==> config.mk <==
export PLATFORM = sky130hd
export DESIGN_NAME = rr_grant4_flat
export DESIGN_NICKNAME = d
export VERILOG_FILES = /design/src/rtl/rr_grant4_if.sv /design/src/rtl/rr_grant4.sv /design/src/flat_wrapper.sv
export SDC_FILE = /design/constraint.sdc
export NUM_CORES = 1
export LEC_CHECK = 0
export CORE_ASPECT_RATIO = 1.1
export CORE_MARGIN = 3
export CORE_UTILIZATION = 45
export CTS_BUF_LIST = sky130_fd_sc_hd__clkbuf_8
export DETAILED_ROUTE_END_ITERATION = 6
export PLACE_DENSITY = 0.71
export SYNTH_ARGS = -nofsm -noshare
export SYNTH_HDL_FRONTEND = slang
export SYNTH_SLANG_ARGS = --single-unit
==> constraint.sdc <==
create_clock -name clk -period 2.6 [get_ports clk]
set_input_delay 0.39 -clock clk [delete_from_list [all_inputs] [get_ports clk]]
set_output_delay 0.39 -clock clk [all_outputs]
set_load 0.01 [all_outputs]
==> src/rtl/rr_grant4_if.sv <==
// rr_grant4_if: request/beat handshake and one-hot select bundle for rr_grant4
interface rr_grant4_if;
   logic [3:0] req;
   logic [3:0] req_last;
   logic       out_ready;
   logic [3:0] grant;
   logic [1:0] grant_idx;
   logic       out_valid;
   logic       xfer;
   logic       release_pulse;
   modport master (output req, req_last, out_ready,
                   input grant, grant_idx, out_valid, xfer, release_pulse);
   modport slave (input req, req_last, out_ready,
                  output grant, grant_idx, out_valid, xfer, release_pulse);
endinterface

==> src/rtl/rr_grant4.sv <==
// rr_grant4: four-requester round-robin arbiter driving a one-hot mux select, grant held per transaction
module rr_grant4 #(
   parameter int MAX_BEATS = 16,
   parameter int CW        = 8
) (
   input logic        clk,
   input logic        rst,
   rr_grant4_if.slave bus
);
   typedef enum logic {IDLE, BUSY} state_t;
   state_t        state_q, state_d;
   logic [3:0]    grant_q, grant_d;
   logic [1:0]    idx_q, idx_d, ptr_q, ptr_d, sel;
   logic          rel_q, rel_d;
   logic [CW-1:0] cnt_q, cnt_d;
   logic          out_valid, xfer, done;
   assign out_valid         = |(grant_q & bus.req);
   assign xfer              = out_valid & bus.out_ready;
   assign bus.grant         = grant_q;
   assign bus.grant_idx     = idx_q;
   assign bus.out_valid     = out_valid;
   assign bus.xfer          = xfer;
   assign bus.release_pulse = rel_q;
   // descending scan so the nearest set bit at or after ptr wins
   always_comb begin
      logic [1:0] j;
      sel = ptr_q;
      for (int k = 3; k >= 0; k--) begin
         j = ptr_q + 2'(k);
         if (bus.req[j]) sel = j;
      end
   end
   assign done = (xfer & bus.req_last[idx_q]) | (xfer & (cnt_q + CW'(1) == CW'(MAX_BEATS))) | !bus.req[idx_q];
   always_comb begin
      state_d = state_q;
      grant_d = grant_q;
      idx_d   = idx_q;
      ptr_d   = ptr_q;
      cnt_d   = cnt_q;
      rel_d   = 1'b0;
      if (state_q == IDLE && |bus.req) begin
         state_d = BUSY;
         grant_d = 4'b0001 << sel;
         idx_d   = sel;
         cnt_d   = '0;
      end else if (state_q == BUSY && done) begin
         state_d = IDLE;
         grant_d = '0;
         rel_d   = 1'b1;
         ptr_d   = idx_q + 2'd1;
      end else if (state_q == BUSY && xfer) cnt_d = cnt_q + CW'(1);
   end
   always_ff @(posedge clk) begin
      if (rst) begin
         state_q <= IDLE;
         grant_q <= '0;
         idx_q   <= '0;
         ptr_q   <= '0;
         cnt_q   <= '0;
         rel_q   <= 1'b0;
      end else begin
         state_q <= state_d;
         grant_q <= grant_d;
         idx_q   <= idx_d;
         ptr_q   <= ptr_d;
         cnt_q   <= cnt_d;
         rel_q   <= rel_d;
      end
   end
   a_onehot: assert property (@(posedge clk) disable iff (rst) $onehot0(grant_q));
endmodule

==> src/flat_wrapper.sv <==
// flat-port wrapper written by rule: the top's interface ports become plain ports
module rr_grant4_flat 
#(
   parameter int MAX_BEATS = 16,
   parameter int CW        = 8
)
  (clk, rst, bus_req, bus_req_last, bus_out_ready, bus_grant, bus_grant_idx, bus_out_valid, bus_xfer, bus_release_pulse);
  rr_grant4_if bus_i ();
  input logic clk;
  input logic rst;
  input wire logic [$bits(bus_i.req)-1:0] bus_req;
  input wire logic [$bits(bus_i.req_last)-1:0] bus_req_last;
  input wire logic [$bits(bus_i.out_ready)-1:0] bus_out_ready;
  output wire logic [$bits(bus_i.grant)-1:0] bus_grant;
  output wire logic [$bits(bus_i.grant_idx)-1:0] bus_grant_idx;
  output wire logic [$bits(bus_i.out_valid)-1:0] bus_out_valid;
  output wire logic [$bits(bus_i.xfer)-1:0] bus_xfer;
  output wire logic [$bits(bus_i.release_pulse)-1:0] bus_release_pulse;
  assign bus_i.req = bus_req;
  assign bus_i.req_last = bus_req_last;
  assign bus_i.out_ready = bus_out_ready;
  assign bus_grant = bus_i.grant;
  assign bus_grant_idx = bus_i.grant_idx;
  assign bus_out_valid = bus_i.out_valid;
  assign bus_xfer = bus_i.xfer;
  assign bus_release_pulse = bus_i.release_pulse;
  rr_grant4 #(.MAX_BEATS(MAX_BEATS), .CW(CW)) u_core (.clk(clk), .rst(rst), .bus(bus_i));
endmodule
# == Word level (Yosys, flattened, before mapping) ==
# Cells that the tools add are included.
# op_classes
addsub,5
n_lt_le_gt_ge,5
eq_ne,1
shifts,1
mux,21
bitwise,9
reduce_logical,10
# op_table
cell,count
"less-than comparator 2 x 3 -> 1 bit, second input constant",5
binary-select mux 1 bit (select 2 bit),6
2-to-1 mux 1 bit,9
"adder 8 x 1 -> 8 bit, second input constant",1
"== test 8 x 5 -> 1 bit, second input constant",1
2-to-1 mux 2 bit,4
2-to-1 mux 4 bit,2
OR reduction 4 bit,2
"adder 2 x 1 -> 2 bit, second input constant",2
"adder 2 bit, second input constant",2
AND 4 bit,1
AND reduction 2 bit,2
"<< shifter 1 x 2 -> 4 bit, first input constant",1
AND 1 bit,3
logical AND 1 bit,3
NOT 1 bit,3
bitwise OR 1 bit,2
nonzero test 2 bit,1
OR reduction 2 bit,1
logical NOT 1 bit,1
# totals
ff_bits,18
input_bits,11
output_inout_bits,9
elab_cells,58

# == Logic depth before layout (Yosys ltp) ==
# Gate-level depths: netlist of the first run.
# depth
ltp_word,9
depth_mapped,6
depth_no_buf,6

# == Worst setup path before layout of the first run ==
# OpenSTA, ideal clock, no wires.
# synth_path
path_kind,register to register
startpoint,register u_core.idx_q[0] (netlist: u_core.bus.grant_idx[0])
endpoint,register u_core.ptr_q[0]
setup_ns,0.123
t_arrival_ns,1.857
required_ns,2.477
slack_ns,0.620
path_stages_with_launch,5
path_buffers,0
synth_period_minus_slack_ns,1.980
path_cell_list,dfxtp_1 > mux4_2 > a21bo_2 > a32oi_4 > mux2_1
# synth_between
elab_chain_cells,7
elab_cells_between_ends,11
classes_between,add/sub (1); mux (4); bitwise (3); reduce/logical (3)
# synth_rtl
element,line,source
"start, declared",rr_grant4.sv:13,"logic [1:0] idx_q, idx_d, ptr_q, ptr_d, sel;"
"start signal, assigned",rr_grant4.sv:64,idx_q <= idx_d;
binary-select mux 1 bit (select 2 bit),rr_grant4.sv:33,assign done = (xfer & bus.req_last[idx_q]) | (xfer & (cnt_q + CW'(1) == CW'(MAX_BEATS))) | !bus.req[idx_q];
2-to-1 mux 1 bit (implied by the code),rr_grant4.sv:33,
AND 1 bit,rr_grant4.sv:33,
bitwise OR 1 bit (2 in series),rr_grant4.sv:33,
logical AND 1 bit,rr_grant4.sv:46,end else if (state_q == BUSY && done) begin
AND reduction 2 bit (no source line),n/a,
"end signal, assigned",rr_grant4.sv:65,ptr_q <= ptr_d;
"end, declared",rr_grant4.sv:13,
# Several ways; a longest one is shown, not always the timed one. The select of a mux whose other input is x is not followed.
# A chain may end at the register's enable or synchronous reset.

# == Worst setup path after layout of the first run ==
# layout_path
startpoint,input bus_req[3]
endpoint,output bus_xfer
# layout_between
elab_chain_cells,3
# layout_rtl
element,line,source
"start, declared",flat_wrapper.sv:11,input wire logic [$bits(bus_i.req)-1:0] bus_req;
AND 4 bit,rr_grant4.sv:17,assign out_valid = |(grant_q & bus.req);
OR reduction 4 bit,rr_grant4.sv:17,
AND 1 bit,rr_grant4.sv:18,assign xfer = out_valid & bus.out_ready;
"end, declared",flat_wrapper.sv:17,output wire logic [$bits(bus_i.xfer)-1:0] bus_xfer;
# No other way between the ends.

==> impl_metrics.tcl, run 1 <==
set metrics [dict create \
    numPortBuffers 19 \
    die_w_um 54.4 \
    ys_seq_area_frac 0.311 \
    max_freq_mhz 413 \
    cts_buffers 3 \
    pin_count 20 \
    dp.cells 175 \
    syn_inst 125 \
    final_nets 163 \
    cp-end-kind "primary output" \
    synth_area_leaders "dfxtp_1 (31%), mux4_2 (3.9%), nand2_1 (3.6%), a32o_1 (3.5%), nor2_1 (3.2%)" \
    start_util 0.495 \
    worstMarginPinSlew_ps 463 \
    ctsHoldBuffers 0 \
    synth-seq-cells 18 \
    hold_viol_final 0 \
    grt_max_degree 14 \
    core_um2 2340 \
    path_cells "clkdlybuf4s50_1, a22oi_1, a21boi_4, clkdlybuf4s50_1" \
    drtIter0Drc 31 \
    regArea_um2 360 \
    multi_input_area_um2 758 \
    final-setup-viol-count 0 \
    crit_fanout 7 \
    wl_um 2830 \
    worst_slack_ps 178 \
    power_density_nw_per_um2 516 \
    outcome "complete, no violations" \
    syn_avg_cell_area_um2 9.28 \
    fillers 224 \
    cp.required_ps 2210 \
    ys_async_sr_fraction 0 \
    synth_ff_type "dfxtp_1" \
    drtPass1Iterations 4 \
    critPathArrivalTime_ps 2030 \
    drc 0 \
    fp.dieH_um 59.2 \
    hp-class "reg -> reg" \
    start_kind "primary input" \
    h-tree-depth 1 \
    cap_violations 0 \
    cpPeakStageDelay_ps 600 \
    slew_headroom 0.691 \
    numClockSinks 18 \
    wl_per_cell_um 15.8 \
    period_share 0.931 \
    syn_nets 138 \
    cts_buffer_depth 2 \
    syn_to_final_growth_pct 25.7 \
    yosys_warnings 0 \
    vdd_ir_drop_max_mv 0.358 \
    antenna_cells 0 \
    clock-skew-final_ps 1.95 \
    stdcell_count 179 \
    die_area_um2 3220 \
    cts_tree "yes" \
    clock_latency_ps 250 \
    drt-vias-per-instance 5.98 \
    setup_tns_ps 0 \
    cts_root_buf "clkbuf_8" \
    rows 18 \
    cpMostUsedCell "clkdlybuf4s50_1" \
    synth_top_area_cell "dfxtp_1" \
    synth.distinct_cells 44 \
    place_ws_ps 151 \
    whs_ps 514 \
    grtUsageTotal 0.208 \
    critPathSlowestCell "clkdlybuf4s50_1" \
    place_area_um2 1400 \
    clk_pin_slew_worst_paths_ps 70 \
    grt_pass1_vias 1092 \
    post_cts_buffers 0 \
    synth_edf_count 0 \
    slew_viol_final 0 \
    grt_overflow 0 \
    vias 1070 \
    fin_area_um2 1460 \
    grt_pass1_wl_um 4870 \
    rsz0062_at_grt "false" \
    drive_gt1_frac 0.154 \
    cts-resized-gates 0 \
    synth_top_area_frac 0.311 \
    final.min_clock_period_ps 2420 \
    leakagePower_nw 0.513 \
    hpwlAfterDp_um 2180 \
    place_congestion 0.721 \
    syn_area_um2 1160 \
    critPathKind "in -> out" \
    grt_antenna_before_repair 0 \
    antenna_left 0 \
]
-- cell type report --
cell class                      instances  share of cell area
Clock buffer                            4              0.0378
Tap cell                               30              0.0258
Multi-Input combinational cell         98               0.520
Timing Repair Buffer                   24               0.156
Inverter                                5              0.0129
Sequential cell                        18               0.247
-- cell families (layout without fill, tap and decap cells) --
group / Yosys count / count (layout) / synth area share
AO/OA/AOI/OAI: 37 / 37 / 0.287
buffers and inverters: 9 / 33 / 0.0356
flip-flops: 18 / 18 / 0.311
XOR/XNOR: 3 / 3 / 0.0227
adder cells (fa/ha/maj): 2 / 2 / 0.0216
AND/OR/NAND/NOR: 48 / 48 / 0.229
multiplexers: 8 / 8 / 0.0938
-- critical path: cells and delay by family --
family | cells | cell delay [ps]
AOI/OAI and AO/OA | 2 | 450
buffers and inverters | 2 | 1190
-- registers in the layout, indices dropped and copies added, names as in the netlist --
signal,flops
u_core.bus.grant_idx,2
u_core.bus.release_pulse,1
u_core.state_q,1
u_core.ptr_q,2
u_core.cnt_q,8
u_core.bus.grant,4
-- worst paths after layout --
path | from | endpoint | slack [ps] | depth (start not counted)
setup / recovery | bus_req[3] | bus_xfer | 180 | 4
hold / removal | u_core.cnt_q[1] | u_core.cnt_q[1] | 510 | 2
setup reg to reg | u_core.bus.grant_idx[0] | u_core.cnt_q[4] | 500 | 5
hold reg to reg | u_core.cnt_q[1] | u_core.cnt_q[1] | 510 | 2
-- stage by stage --
stage | util | total power [mW]
finish | 0.622 | 0.752
global route | 0.622 | 0.797
CTS | 0.622 | 0.761
detailed placement | 0.599 | 0.525
global placement | 0.599 | 0.518
floorplan | - | 0.442
-- synth_stat cells (3+ instances only) --
library cell,count
nor2b_1,5
mux2i_1,3
or3_1,4
nand3_1,3
dfxtp_1,18
nand2b_1,3
xnor2_1,3
a32o_1,4
nand4_1,3
inv_1,5
o21ai_0,6
nand2_1,11
a21oi_1,7
nor2_1,10
-- metal layers --
metal / vias to the layer above / share of wire / track usage
li1: 525 / - / -
met1: 505 / 0.41 / 0.223
met2: 30 / 0.52 / 0.354
met3: 10 / 0.040 / 0.0529
met4: 0 / 0.034 / 0.132
met5: - / 0 / 0
-- cell usage in the layout, fill, tap and decap left out, drive strengths merged, types with 3 or more instances in the layout --
| cell type | count |
|---|---|
| clkdlybuf4s50 | 19 |
| dfxtp | 18 |
| nand2 | 11 |
| nor2 | 10 |
| a21oi | 7 |
| o21ai | 6 |
| nor2b | 6 |
| inv | 5 |
| buf | 5 |
| or3 | 4 |
| a32o | 4 |
| clkbuf | 4 |
| nand3 | 4 |
| nand4 | 4 |
| xnor2 | 3 |
| mux2i | 3 |
| nand2b | 3 |
| mux2 | 3 |
-- power breakdown --
part	total (mW)	internal, mW	switching [mW]	leakage [nW]
logic	0.198	0.106	0.0927	0.338
registers	0.322	0.294	0.0283	0.146
clock network	0.231	0.135	0.0965	0.0288
total	0.752	0.534	0.218	0.513
No activity file was read; power rests on OpenSTA's default activity.
==> run 2: changes to the inputs <==
--- a/config.mk
+++ b/config.mk
@@ -6,11 +6,12 @@
 export NUM_CORES = 1
 export LEC_CHECK = 0
 export CORE_ASPECT_RATIO = 1.1
-export CORE_MARGIN = 3
+export CORE_MARGIN = 2
 export CORE_UTILIZATION = 45
 export CTS_BUF_LIST = sky130_fd_sc_hd__clkbuf_8
 export DETAILED_ROUTE_END_ITERATION = 6
-export PLACE_DENSITY = 0.71
+export PLACE_DENSITY = 0.7
 export SYNTH_ARGS = -nofsm -noshare
 export SYNTH_HDL_FRONTEND = slang
 export SYNTH_SLANG_ARGS = --single-unit
+export TNS_END_PERCENT = 10
==> run 2 against run 1 <==
  * Sequential share of layout area down 0.15 points
  * Flip-flop and latch count unchanged
  * Non-clock buffer count up 1
  * Cell count is 1.1% higher
  * Combinational power barely moved
  * Largest cell class unchanged
==> impl_metrics.tcl, run 2 (synthesis results as in run 1) <==
set metrics [dict create \
    power_density_nw_per_um2 516 \
    final-setup-viol-count 0 \
    worstSetupEndpoint "bus_xfer" \
    cp.required_ps 2210 \
    cts_buffers 3 \
    cpPeakStageDelay_ps 610 \
    reg2reg_slack_ps 440 \
    cts_root_buf "clkbuf_8" \
    antenna_cells 0 \
    post_cts_buffers 0 \
    max_freq_mhz 415 \
    start_kind "primary input" \
    cts_buffer_depth 2 \
    r2r_end "u_core.cnt_q[4]" \
    final_nets 164 \
    cp-end-kind "primary output" \
    cts-resized-gates 0 \
    start_util 0.469 \
    numPortBuffers 19 \
    grt_pass1_wl_um 4690 \
    rsz0062_at_grt "false" \
    slew_viol_final 0 \
    final.min_clock_period_ps 2410 \
    wl_per_cell_um 15.3 \
    ctsHoldBuffers 0 \
    cts_tree "yes" \
    ff2ff_path_depth 5 \
    crit_fanout 7 \
    cap_violations 0 \
    antenna_left 0 \
    grt_overflow 0 \
    clk_pin_slew_worst_paths_ps 70 \
    period_share 0.927 \
    h-tree-depth 1 \
    layout_common_cells "clkdlybuf4s50_1 (19), dfxtp_1 (18), nand2_1 (11)" \
    die_w_um 52.4 \
    core_um2 2470 \
    hold_viol_final 0 \
    pin_count 20 \
    leakagePower_nw 0.518 \
    hpwlAfterDp_um 2100 \
    drt-vias-per-instance 6.02 \
    hp-class "reg -> reg" \
    drc 0 \
    place_congestion 0.758 \
    grt_pass1_vias 1039 \
    rows 19 \
    syn_to_final_growth_pct 26.4 \
    crit_start "bus_req[0]" \
    drtPass1Iterations 4 \
    regMostFlops "u_core.cnt_q" \
    outcome "complete, no violations" \
    grtUsageTotal 0.205 \
    fp.dieH_um 57.2 \
    wl_um 2780 \
    final_common_cell "clkdlybuf4s50_1" \
    critPathArrivalTime_ps 2020 \
    clock-skew-final_ps 0.783 \
    clock_latency_ps 250 \
    path_cells "clkdlybuf4s50_1, a22oi_1, a21boi_4, clkdlybuf4s50_1" \
    use_met2 0.364 \
    whs_ps 520 \
    setup_tns_ps 0 \
    largest_register_ffs 8 \
    numClockSinks 18 \
    critPathKind "in -> out" \
    vias 1089 \
    grt.busiest_layer "met2" \
    drtIter0Drc 28 \
    grt_util_met1 0.251 \
    rr_startpoint "u_core.bus.grant_idx[0]" \
    grt_antenna_before_repair 0 \
    cpMostUsedCell "clkdlybuf4s50_1" \
    drive_gt1_frac 0.160 \
    vdd_ir_drop_max_mv 0.513 \
    critPathSlowestCell "clkdlybuf4s50_1" \
    die_area_um2 3000 \
    grtUsageMet3 0.0471 \
    slew_headroom 0.699 \
    grt_max_degree 14 \
    worstMarginPinSlew_ps 452 \
]
## run 2: layer usage
layer	routed length [um]	up-vias
met1	1150	523
met5	0	-
met4	19	0
met3	149	4
met2	1450	41
li1	-	521
## run 2: area by class of cell
type | count | area, um2
fillers | 221 | 1010
multi-input cells | 98 | 758
flip-flops and latches | 18 | 360
repair buffers | 25 | 235
clock buffers | 4 | 55.1
well taps | 31 | 38.8
inverters | 5 | 18.8
## run 2: worst min path at each step
| stage | from | to | cells past startpoint |
|---|---|---|---|
| global placement | u_core.cnt_q[1] | u_core.cnt_q[1] | 2 |
| global route | u_core.cnt_q[7] | u_core.cnt_q[7] | 2 |
| CTS | u_core.cnt_q[7] | u_core.cnt_q[7] | 2 |
| floorplan | u_core.cnt_q[1] | u_core.cnt_q[1] | 2 |
| detailed placement | u_core.cnt_q[7] | u_core.cnt_q[7] | 2 |
| finish | u_core.cnt_q[7] | u_core.cnt_q[7] | 2 |
## run 2: stage by stage
step,power (mW),cells,util,instance area [um2],worst slack (ps)
after detailed placement,0.527,177,0.571,1410,183
after CTS,0.759,181,0.593,1470,203
after global placement,0.523,177,0.571,1410,241
final,0.756,181,0.593,1470,191
after floorplan,0.442,125,-,1160,620
after global routing,0.790,181,0.593,1470,109
## run 2: where the power goes
group / switching, mW / total, mW / leakage (nW) / internal [mW]
Combinational: 0.0915 / 0.200 / 0.343 / 0.109
Clock: 0.0996 / 0.234 / 0.0288 / 0.135
Sequential: 0.0274 / 0.321 / 0.146 / 0.294
## run 2: critical path: cells and delay by family
family / cells / cell delay [ps]
buf+inv: 2 / 1190
compound gates: 2 / 440
==> run 3: changes to the inputs <==
--- a/config.mk
+++ b/config.mk
@@ -5,7 +5,6 @@
 export SDC_FILE = /design/constraint.sdc
 export NUM_CORES = 1
 export LEC_CHECK = 0
-export CORE_ASPECT_RATIO = 1.1
 export CORE_MARGIN = 2
 export CORE_UTILIZATION = 45
 export CTS_BUF_LIST = sky130_fd_sc_hd__clkbuf_8
==> constraint.sdc (replaced) <==
create_clock -name clk -period 2.5 [get_ports clk]
set_input_delay 0.375 -clock clk [delete_from_list [all_inputs] [get_ports clk]]
set_output_delay 0.375 -clock clk [all_outputs]
set_load 0.01 [all_outputs]
==> run 3 against run 2 <==
  * Sequential share of layout area about the same
  * Cell count down 0.55%
  * Critical endpoint unchanged
  * Register-to-register slack better by 40 ps
  * Wire length down 3.0%
  * Die area about the same
  * Largest cell class unchanged
  * Global-route usage up 0.19 points
  * Clock power up 2%
  * Total power up 3.4%
  * Setup slack worse by 40 ps
  * Combinational power up 6%
  * Flip-flop and latch count unchanged
==> impl_metrics.tcl, run 3 (synthesis results as in run 1) <==
set metrics [dict create \
    final_util 0.597 \
    grt_overflow 0 \
    layout_common_cells "clkdlybuf4s50_1 (19), dfxtp_1 (18), nand2_1 (11)" \
    largest_register_ffs 8 \
    cts_root_buf "clkbuf_8" \
    pin_count 20 \
    cap_violations 0 \
    critPathSlowestCell "clkdlybuf4s50_1" \
    ctsHoldBuffers 0 \
    fp.dieH_um 54.8 \
    regMostFlops "u_core.cnt_q" \
    switching_share 0.285 \
    wl_per_cell_um 15.0 \
    hold_viol_final 0 \
    h-tree-depth 1 \
    leakagePower_nw 0.518 \
    clock-skew-final_ps 2.82 \
    vdd_ir_drop_max_mv 0.436 \
    clock_latency_ps 250 \
    final_nets 164 \
    drc 0 \
    place_congestion 0.754 \
    finalPower_uw 781 \
    grt_pass1_wl_um 4490 \
    start_util 0.472 \
    slew_viol_final 0 \
    final-setup-viol-count 0 \
    cp-end-kind "primary output" \
    comb_power_share 0.272 \
    outcome "complete, no violations" \
    worstMarginPinSlew_ps 473 \
    setup_tns_ps 0 \
    drt-vias-per-instance 5.91 \
    dp.cells 176 \
    critPathKind "in -> out" \
    final.min_clock_period_ps 2350 \
    cp_num_buf_inv 2 \
    clkPwrFrac 0.304 \
    drtIter0Drc 20 \
    cts-resized-gates 0 \
    cts_buffers 3 \
    power_density_nw_per_um2 533 \
    vias 1064 \
    drtPass1Iterations 4 \
    drive_gt1_frac 0.160 \
    path_cells "clkdlybuf4s50_1, a22oi_1, a21boi_4, clkdlybuf4s50_1" \
    grt_antenna_before_repair 0 \
    cpPeakStageDelay_ps 580 \
    whs_ps 516 \
    numPortBuffers 19 \
    clk_pin_slew_worst_paths_ps 70 \
    final_common_cell "clkdlybuf4s50_1" \
    cts_buffer_depth 2 \
    crit_fanout 7 \
    stdcell_count 180 \
    antenna_cells 0 \
    hp-class "reg -> reg" \
    seq_power_share 0.424 \
    start_kind "primary input" \
    die_w_um 54.8 \
    grt_pass1_vias 1037 \
    cp.required_ps 2120 \
    slew_headroom 0.685 \
    hpwlAfterDp_um 2070 \
    wl_um 2690 \
    cpLargestDelayFamily "buffers and inverters" \
    p_int_uw 559 \
    post_cts_buffers 0 \
    power.switching_uw 222 \
    numClockSinks 18 \
    core_um2 2450 \
    grtUsageTotal 0.207 \
    critPathArrivalTime_ps 1970 \
    cpMostUsedCell "clkdlybuf4s50_1" \
    grt_max_degree 14 \
    cts_tree "yes" \
    period_share 0.940 \
    die_area_um2 3000 \
    rsz0062_at_grt "false" \
    max_freq_mhz 426 \
    syn_to_final_growth_pct 26.3 \
    antenna_left 0 \
    rows 18 \
]
==> run 3: path summary, 6_finish.rpt <==
check	start	to	slack, ps	cells after the start
worst max register to register	u_core.cnt_q[2]	u_core.bus.grant[2]	480	5
worst min-delay path	u_core.cnt_q[7]	u_core.cnt_q[7]	520	2
worst max-delay path	bus_req[3]	bus_xfer	150	4
worst min register to register	u_core.cnt_q[7]	u_core.cnt_q[7]	520	2
==> run 3: routing by layer <==
metal / up-vias / wire [um] / global-route usage
met5: - / 0 / 0
met4: 0 / 16 / 0.0750
met3: 2 / 86 / 0.0328
met2: 26 / 1400 / 0.383
met1: 511 / 1200 / 0.234
li1: 525 / - / -
==> run 3: power groups by stage <==
stage	clock network (mW)	registers (mW)	logic [mW]
after floorplan	0	0.332	0.128
after global placement	0	0.337	0.206
after detailed placement	0	0.338	0.210
after CTS	0.245	0.331	0.212
after global routing	0.253	0.334	0.231
final	0.238	0.331	0.213
==> run 3: tightest hold or removal path, stage by stage (launching register included) <==
cell and delay (ps):
dfxtp_1 340, o31ai_1 70, a21oi_1 60
==> run 3: stage by stage <==
step	worst slack [ps]	cell area, um2
global placement	190	1410
finish	151	1470
detailed placement	136	1410
CTS	155	1470
floorplan	520	1160
global route	79.7	1470
==> run 3: area by class of cell <==
class / count / area (um2)
timing repair buffer: 25 / 235
tap: 30 / 37.5
fill: 225 / 990
clock buffer: 4 / 55.1
multi-input combinational: 98 / 758
sequential: 18 / 360
inverter: 5 / 18.8
